## src/rtl/regfile_pkg.sv

```systemverilog
// Shared types and constants for the register-file writeback path.
//   DATA_W / ADDR_W : register data width and register index width
//   REG_ZERO        : index of the hardwired-zero register
//   NUM_REGS        : number of architectural registers
//   wb_req_t        : one writeback request (destination index + data)
package regfile_pkg;
  localparam int DATA_W   = 32;
  localparam int ADDR_W   = 5;
  localparam int NUM_REGS = 32;
  localparam logic [ADDR_W-1:0] REG_ZERO = '0;

  // "reg" is a keyword, so the destination field is named dst.
  typedef struct packed {
    logic [ADDR_W-1:0] dst;
    logic [DATA_W-1:0] data;
  } wb_req_t;
endpackage

```

## src/rtl/regfile_wb_arbiter_if.sv

```systemverilog
// Writeback handshake bundle between the two producers and the arbiter.
//   req0_* : ALU writeback (valid/request in, ready out of the arbiter)
//   req1_* : load/store unit writeback
// Modports: master = producer side, slave = arbiter side.
interface regfile_wb_arbiter_if;
  import regfile_pkg::*;

  logic    req0_valid;
  logic    req0_ready;
  wb_req_t req0;
  logic    req1_valid;
  logic    req1_ready;
  wb_req_t req1;

  modport master (output req0_valid, req0, req1_valid, req1,
                  input  req0_ready, req1_ready);
  modport slave  (input  req0_valid, req0, req1_valid, req1,
                  output req0_ready, req1_ready);
endinterface

```

## src/rtl/rr_arbiter2.sv

```systemverilog
// Two-input round-robin arbiter.
//   clk, reset : clock, synchronous active-high reset
//   valid[1:0] : request lines
//   flush      : suppresses all grants this cycle
//   grant[1:0] : one-hot grant (combinational)
//   last_grant : index of the most recent grant (state)
module rr_arbiter2 (
  input  logic       clk,
  input  logic       reset,
  input  logic [1:0] valid,
  input  logic       flush,
  output logic [1:0] grant,
  output logic       last_grant
);

  always_comb begin
    grant = 2'b00;
    if (!flush) begin
      unique case (valid)
        2'b01:   grant = 2'b01;
        2'b10:   grant = 2'b10;
        // On contention, favour whoever did not win last time.
        2'b11:   grant = last_grant ? 2'b01 : 2'b10;
        default: grant = 2'b00;
      endcase
    end
  end

  // Reset to 1 so requester 0 wins the first contention.
  always_ff @(posedge clk) begin
    if (reset)        last_grant <= 1'b1;
    else if (|grant)  last_grant <= grant[1];
  end

endmodule

```

## src/rtl/regfile_wb_arbiter.sv

```systemverilog
// Shares the register-file write port between the ALU (req0) and the
// load/store unit (req1), and tracks pending destination registers.
//   clk, reset        : clock, synchronous active-high reset
//   flush             : clears scoreboard, blocks grants this cycle
//   rsv_valid/rsv_reg : decode reserves a destination register
//   chk_reg1/2        : decode source queries -> hazard1/2 (combinational)
//   wb                : producer handshake bundle (slave side)
//   rf_write_*        : registered register-file write port
module regfile_wb_arbiter
  import regfile_pkg::*;
#(
  parameter int DATA_W = regfile_pkg::DATA_W,
  parameter int ADDR_W = regfile_pkg::ADDR_W
) (
  input  logic              clk,
  input  logic              reset,
  input  logic              flush,
  input  logic              rsv_valid,
  input  logic [ADDR_W-1:0] rsv_reg,
  input  logic [ADDR_W-1:0] chk_reg1,
  input  logic [ADDR_W-1:0] chk_reg2,
  output logic              hazard1,
  output logic              hazard2,
  regfile_wb_arbiter_if.slave wb,
  output logic              rf_write_enable,
  output logic [ADDR_W-1:0] rf_write_reg,
  output logic [DATA_W-1:0] rf_write_data
);

  logic [1:0]          valid;
  logic [1:0]          grant;
  logic                last_grant;
  logic                xfer;
  wb_req_t             sel;
  logic                wb_vld_q;
  logic [NUM_REGS-1:0] pending;
  logic [NUM_REGS-1:0] pending_nxt;

  assign valid = {wb.req1_valid, wb.req0_valid};

  // Reset also blocks grants so nothing is accepted into a stage being cleared.
  rr_arbiter2 u_arb (
    .clk        (clk),
    .reset      (reset),
    .valid      (valid),
    .flush      (flush | reset),
    .grant      (grant),
    .last_grant (last_grant)
  );

  assign wb.req0_ready = grant[0];
  assign wb.req1_ready = grant[1];
  assign xfer          = |grant;
  assign sel           = grant[1] ? wb.req1 : wb.req0;

  // Write stage: x0 requests are accepted but never raise the enable.
  always_ff @(posedge clk) begin
    if (reset) begin
      wb_vld_q      <= 1'b0;
      rf_write_reg  <= '0;
      rf_write_data <= '0;
    end else begin
      wb_vld_q <= xfer && (sel.dst != REG_ZERO);
      if (xfer) begin
        rf_write_reg  <= sel.dst;
        rf_write_data <= sel.data;
      end
    end
  end

  // Gate with reset so a write sitting in the stage when reset hits is dropped.
  assign rf_write_enable = wb_vld_q & ~reset;

  // Scoreboard: clear on landing write, then set on reserve so a newer
  // producer of the same register wins.
  always_comb begin
    pending_nxt = pending;
    if (rf_write_enable)
      pending_nxt[rf_write_reg] = 1'b0;
    if (rsv_valid && (rsv_reg != '0))
      pending_nxt[rsv_reg] = 1'b1;
    pending_nxt[0] = 1'b0;
  end

  always_ff @(posedge clk) begin
    if (reset || flush) pending <= '0;
    else                pending <= pending_nxt;
  end

  assign hazard1 = (chk_reg1 != '0) && pending[chk_reg1];
  assign hazard2 = (chk_reg2 != '0) && pending[chk_reg2];

endmodule

```

## src/flat_wrapper.sv

```systemverilog
// flat-port wrapper written by rule: the top's interface ports become plain ports
module regfile_wb_arbiter_flat import regfile_pkg::*;
#(
  parameter int DATA_W = regfile_pkg::DATA_W,
  parameter int ADDR_W = regfile_pkg::ADDR_W
)
  (clk, reset, flush, rsv_valid, rsv_reg, chk_reg1, chk_reg2, hazard1, hazard2, rf_write_enable, rf_write_reg, rf_write_data, wb_req0_valid, wb_req0, wb_req1_valid, wb_req1, wb_req0_ready, wb_req1_ready);
  regfile_wb_arbiter_if wb_i ();
  input  logic clk;
  input  logic reset;
  input  logic flush;
  input  logic rsv_valid;
  input  logic [ADDR_W-1:0] rsv_reg;
  input  logic [ADDR_W-1:0] chk_reg1;
  input  logic [ADDR_W-1:0] chk_reg2;
  output logic hazard1;
  output logic hazard2;
  output logic rf_write_enable;
  output logic [ADDR_W-1:0] rf_write_reg;
  output logic [DATA_W-1:0] rf_write_data;
  input wire logic [$bits(wb_i.req0_valid)-1:0] wb_req0_valid;
  input wire logic [$bits(wb_i.req0)-1:0] wb_req0;
  input wire logic [$bits(wb_i.req1_valid)-1:0] wb_req1_valid;
  input wire logic [$bits(wb_i.req1)-1:0] wb_req1;
  output wire logic [$bits(wb_i.req0_ready)-1:0] wb_req0_ready;
  output wire logic [$bits(wb_i.req1_ready)-1:0] wb_req1_ready;
  assign wb_i.req0_valid = wb_req0_valid;
  assign wb_i.req0 = wb_req0;
  assign wb_i.req1_valid = wb_req1_valid;
  assign wb_i.req1 = wb_req1;
  assign wb_req0_ready = wb_i.req0_ready;
  assign wb_req1_ready = wb_i.req1_ready;
  regfile_wb_arbiter #(.DATA_W(DATA_W), .ADDR_W(ADDR_W)) u_core (.clk(clk), .reset(reset), .flush(flush), .rsv_valid(rsv_valid), .rsv_reg(rsv_reg), .chk_reg1(chk_reg1), .chk_reg2(chk_reg2), .hazard1(hazard1), .hazard2(hazard2), .wb(wb_i), .rf_write_enable(rf_write_enable), .rf_write_reg(rf_write_reg), .rf_write_data(rf_write_data));
endmodule
```

## config.mk

```make
export PLATFORM = sky130hd
export DESIGN_NAME = regfile_wb_arbiter_flat
export DESIGN_NICKNAME = d
export VERILOG_FILES = /design/src/rtl/regfile_pkg.sv /design/src/rtl/regfile_wb_arbiter_if.sv /design/src/rtl/rr_arbiter2.sv /design/src/rtl/regfile_wb_arbiter.sv /design/src/flat_wrapper.sv
export SDC_FILE = /design/constraint.sdc
export NUM_CORES = 1
export LEC_CHECK = 0
export CORE_MARGIN = 2
export CORE_UTILIZATION = 42
export CTS_BUF_LIST = sky130_fd_sc_hd__clkbuf_2 sky130_fd_sc_hd__clkbuf_4 sky130_fd_sc_hd__clkbuf_8
export CTS_CLUSTER_SIZE = 28
export DETAILED_ROUTE_END_ITERATION = 10
export GPL_ROUTABILITY_DRIVEN = 0
export PLACE_DENSITY = 0.76
export SLEW_MARGIN = 5
export SYNTH_ARGS = -nofsm -noshare
export SYNTH_HDL_FRONTEND = slang
export SYNTH_SLANG_ARGS = --single-unit
```

## constraint.sdc

```tcl
create_clock -name clk -period 2.1 [get_ports clk]
set_input_delay 0.525 -clock clk [delete_from_list [all_inputs] [get_ports clk]]
set_output_delay 0.525 -clock clk [all_outputs]
set_load 0.02 [all_outputs]
```

==> results.json <==
{
  "die_area_um2": 9760,
  "final_nets": 719,
  "synth_edf_count": 0,
  "post_route_cells_drive_above_1_share": 0.239,
  "clock.fmax_mhz": 445,
  "skew_ps": 8.02,
  "cts_hold_buf": 0,
  "cts_max_level": 3,
  "cts_sinks": 70,
  "yosys-top-cells-count": "nand2_1, dfxtp_1, nor2_1",
  "synth.most_common_cell": "nand2_1",
  "ys_top_cells_by_area": "dfxtp_1, a311oi_2, nand2_1",
  "grt_pass1_vias": 4109,
  "drv_slew": 0,
  "ys_types": 42,
  "p_leak_nw": 2.18,
  "wl_mm": 12.3,
  "worst_pin_slew_ps": 550,
  "die_h_um": 98.8,
  "synthesis.area_um2": 3770,
  "final_cell_area_um2": 5990,
  "tns_ps": -287,
  "wl_per_cell_um": 16.7,
  "arrival_ps": 1720,
  "numCtsBuffers": 9,
  "dr.pass1.iters": 5,
  "violations": "negative setup slack",
  "drc": 0,
  "crit_fanout": 8,
  "syn_avg_cell_area_um2": 8.36,
  "clk_pin_slew_worst_paths_ps": 70,
  "power_density_nw_per_um2": 552,
  "min_path_cells": 2,
  "start_util": 0.433,
  "hold_viol_final": 0,
  "max_slew_margin": 0.633,
  "vias": 4134,
  "status": "finished with violations",
  "clk_path_buf_depth": 2,
  "row_count": 34,
  "port_buffers": 136,
  "timing.final.ws_setup_ps": -146,
  "slowest_delay_ps": 260,
  "clkLatencyLatePin_ps": 340,
  "seq_area_frac_synth": 0.371,
  "ys_async_sr_fraction": 0,
  "worstSetupStartpointType": "primary input",
  "yosysWarnings": 0,
  "timing.hold.ws_ps": 498,
  "period_share": 1.07,
  "core_area_um2": 8720,
  "synth_top_flop_cell": "dfxtp_1",
  "yosysTopAreaCellShare": 0.371,
  "areaGrowthSynthToFinish_pct": 58.7,
  "synth_cells": 451,
  "antenna_found_initial": 0,
  "drt_iter0_markers": 186,
  "grt_max_degree": 38,
  "critPathTopFamily": "buffers and inverters",
  "num_antenna_cells": 0,
  "critPathRequiredTime_ps": 1570,
  "setup_viol": 2,
  "grt_util_all_layers": 0.245,
  "ir_drop_v": 0.000378,
  "yosys.area.top_type": "dfxtp_1",
  "ys_ff_latch": 70,
  "fillers": 688,
  "largest_register_ffs": 32,
  "viasPerCell": 5.62,
  "crit_path_frequent_cell": "buf_12",
  "layout_min_cycle_time_ps": 2250,
  "end_kind": "primary output",
  "worst_hold_path_type": "flop to flop",
  "place_ws_ps": -1240,
  "place_area_um2": 5520,
  "rrSetupSlack_ps": 540,
  "critPathKind": "primary input to primary output",
  "path_buf_inv": 4,
  "die_w_um": 98.8,
  "rr_worst_depth": 5,
  "maxCapViolations": 0,
  "synth_fp_nets": 546,
  "tritoncts": "built",
  "antenna_left": 0,
  "hp-start": "u_core.pending[3]",
  "clock-root-buffer": "clkbuf_8",
  "grt_pass1_wl_mm": 19.3,
  "ios": 137,
  "cp_slowest_cell": "a221oi_2",
  "r2r_start": "u_core.wb_vld_q",
  "rsz0062_at_grt": "true",
  "hpwl_mm": 9.17,
  "overflow": 0,
  "hold_end": "u_core.pending[3]",
  "crit_chain": "buf_8, buf_12, buf_12, mux2i_4, a221oi_2, nand4b_1, nand3_2, buf_6",
  "timing.rr.end": "u_core.pending[12]"
}
[worst reg2reg max path, stage by stage, from the launching register on]
cell and delay [ps]:
dfxtp_1 310, nor2b_1 180, buf_4 150, or3b_1 470, o21ai_0 240, a21oi_1 100
[through the flow]
stage	std cells	total power [W]	util
6_report	736	0.00330	0.686
5_1_grt	736	0.00344	0.686
4_1_cts	728	0.00329	0.671
3_5_place_dp	713	0.00218	0.633
3_3_place_gp	713	0.00217	0.633
2_1_floorplan	451	0.00178	-
[report_power, final]
| group | leakage [nW] | total, W | internal, W | switching, W |
|---|---|---|---|---|
| Combinational | 1.50 | 0.000799 | 0.000425 | 0.000374 |
| Sequential | 0.573 | 0.00141 | 0.00138 | 0.0000291 |
| Clock | 0.104 | 0.00110 | 0.000629 | 0.000468 |
| Total | 2.18 | 0.00330 | 0.00243 | 0.000870 |
[area by class of cell]
class	instances	area, µm²	area share
flip-flops and latches	70	1410	0.235
well taps	108	135	0.0226
clock buffers	14	168	0.0280
clock inverters	1	30.0	0.00502
multi-input cells	348	2420	0.404
inverters	5	18.8	0.00314
repair buffers	190	1810	0.302
[how the worst max path moves through the flow]
stage                            from  endpoint  slack (ps)  depth (start not counted)
floorplan                 chk_reg2[0]   hazard2          -2                          6
global route        u_core.pending[2]   hazard2        -210                          6
global placement          chk_reg2[0]   hazard2       -1040                          7
CTS                       chk_reg1[0]   hazard1        -150                          8
detailed placement        chk_reg1[0]   hazard1       -1240                          8
finish                    chk_reg1[0]   hazard1        -150                          8
[what timing repair did]
| action | in CTS | in global routing |
|---|---|---|
| setup endpoints to repair | 5 | 4 |
| buffers inserted | 0 | 8 |
| pin swaps | 7 | 13 |
| gates resized for setup | 68 | 31 |
| gates cloned | 0 | 0 |
[cells in the final DEF (no fill, tap or decap), types with 3 or more instances in the layout]
cell type / n
clkdlybuf4s50_1: 124
nand2_1: 105
dfxtp_1: 65
buf_4: 49
nor2_1: 41
o21ai_0: 34
a21oi_1: 32
a311oi_2: 28
mux2i_1: 18
clkbuf_8: 10
nor2b_1: 8
nand3b_1: 8
a221oi_2: 7
a2111oi_4: 5
buf_6: 5
dfxtp_2: 5
a311oi_1: 4
nor3_1: 4
nor3b_1: 4
clkbuf_4: 4
buf_12: 4
inv_2: 3
nor2b_2: 3
nand2b_1: 3
a211oi_1: 3
or3b_1: 3
buf_2: 3
[per-layer routing]
metal	wire (µm)	vias up	track usage	share of wire
met3	1230	38	0.0922	0.10
met1	4650	1908	0.266	0.38
met4	341	0	0.102	0.028
li1	-	1976	-	-
met5	0	-	0	0
met2	6070	212	0.429	0.49
[cell families (layout without fill, tap and decap cells)]
| kind of cell | count (synthesis) | count (layout) | share of synthesized area |
|---|---|---|---|
| and+or+nand+nor | 202 | 202 | 0.251 |
| muxes | 25 | 25 | 0.0736 |
| DFF | 70 | 70 | 0.371 |
| buffers and inverters | 33 | 210 | 0.0464 |
| AOI/OAI and AO/OA | 121 | 121 | 0.258 |
Power figures use the tool's default switching activity.
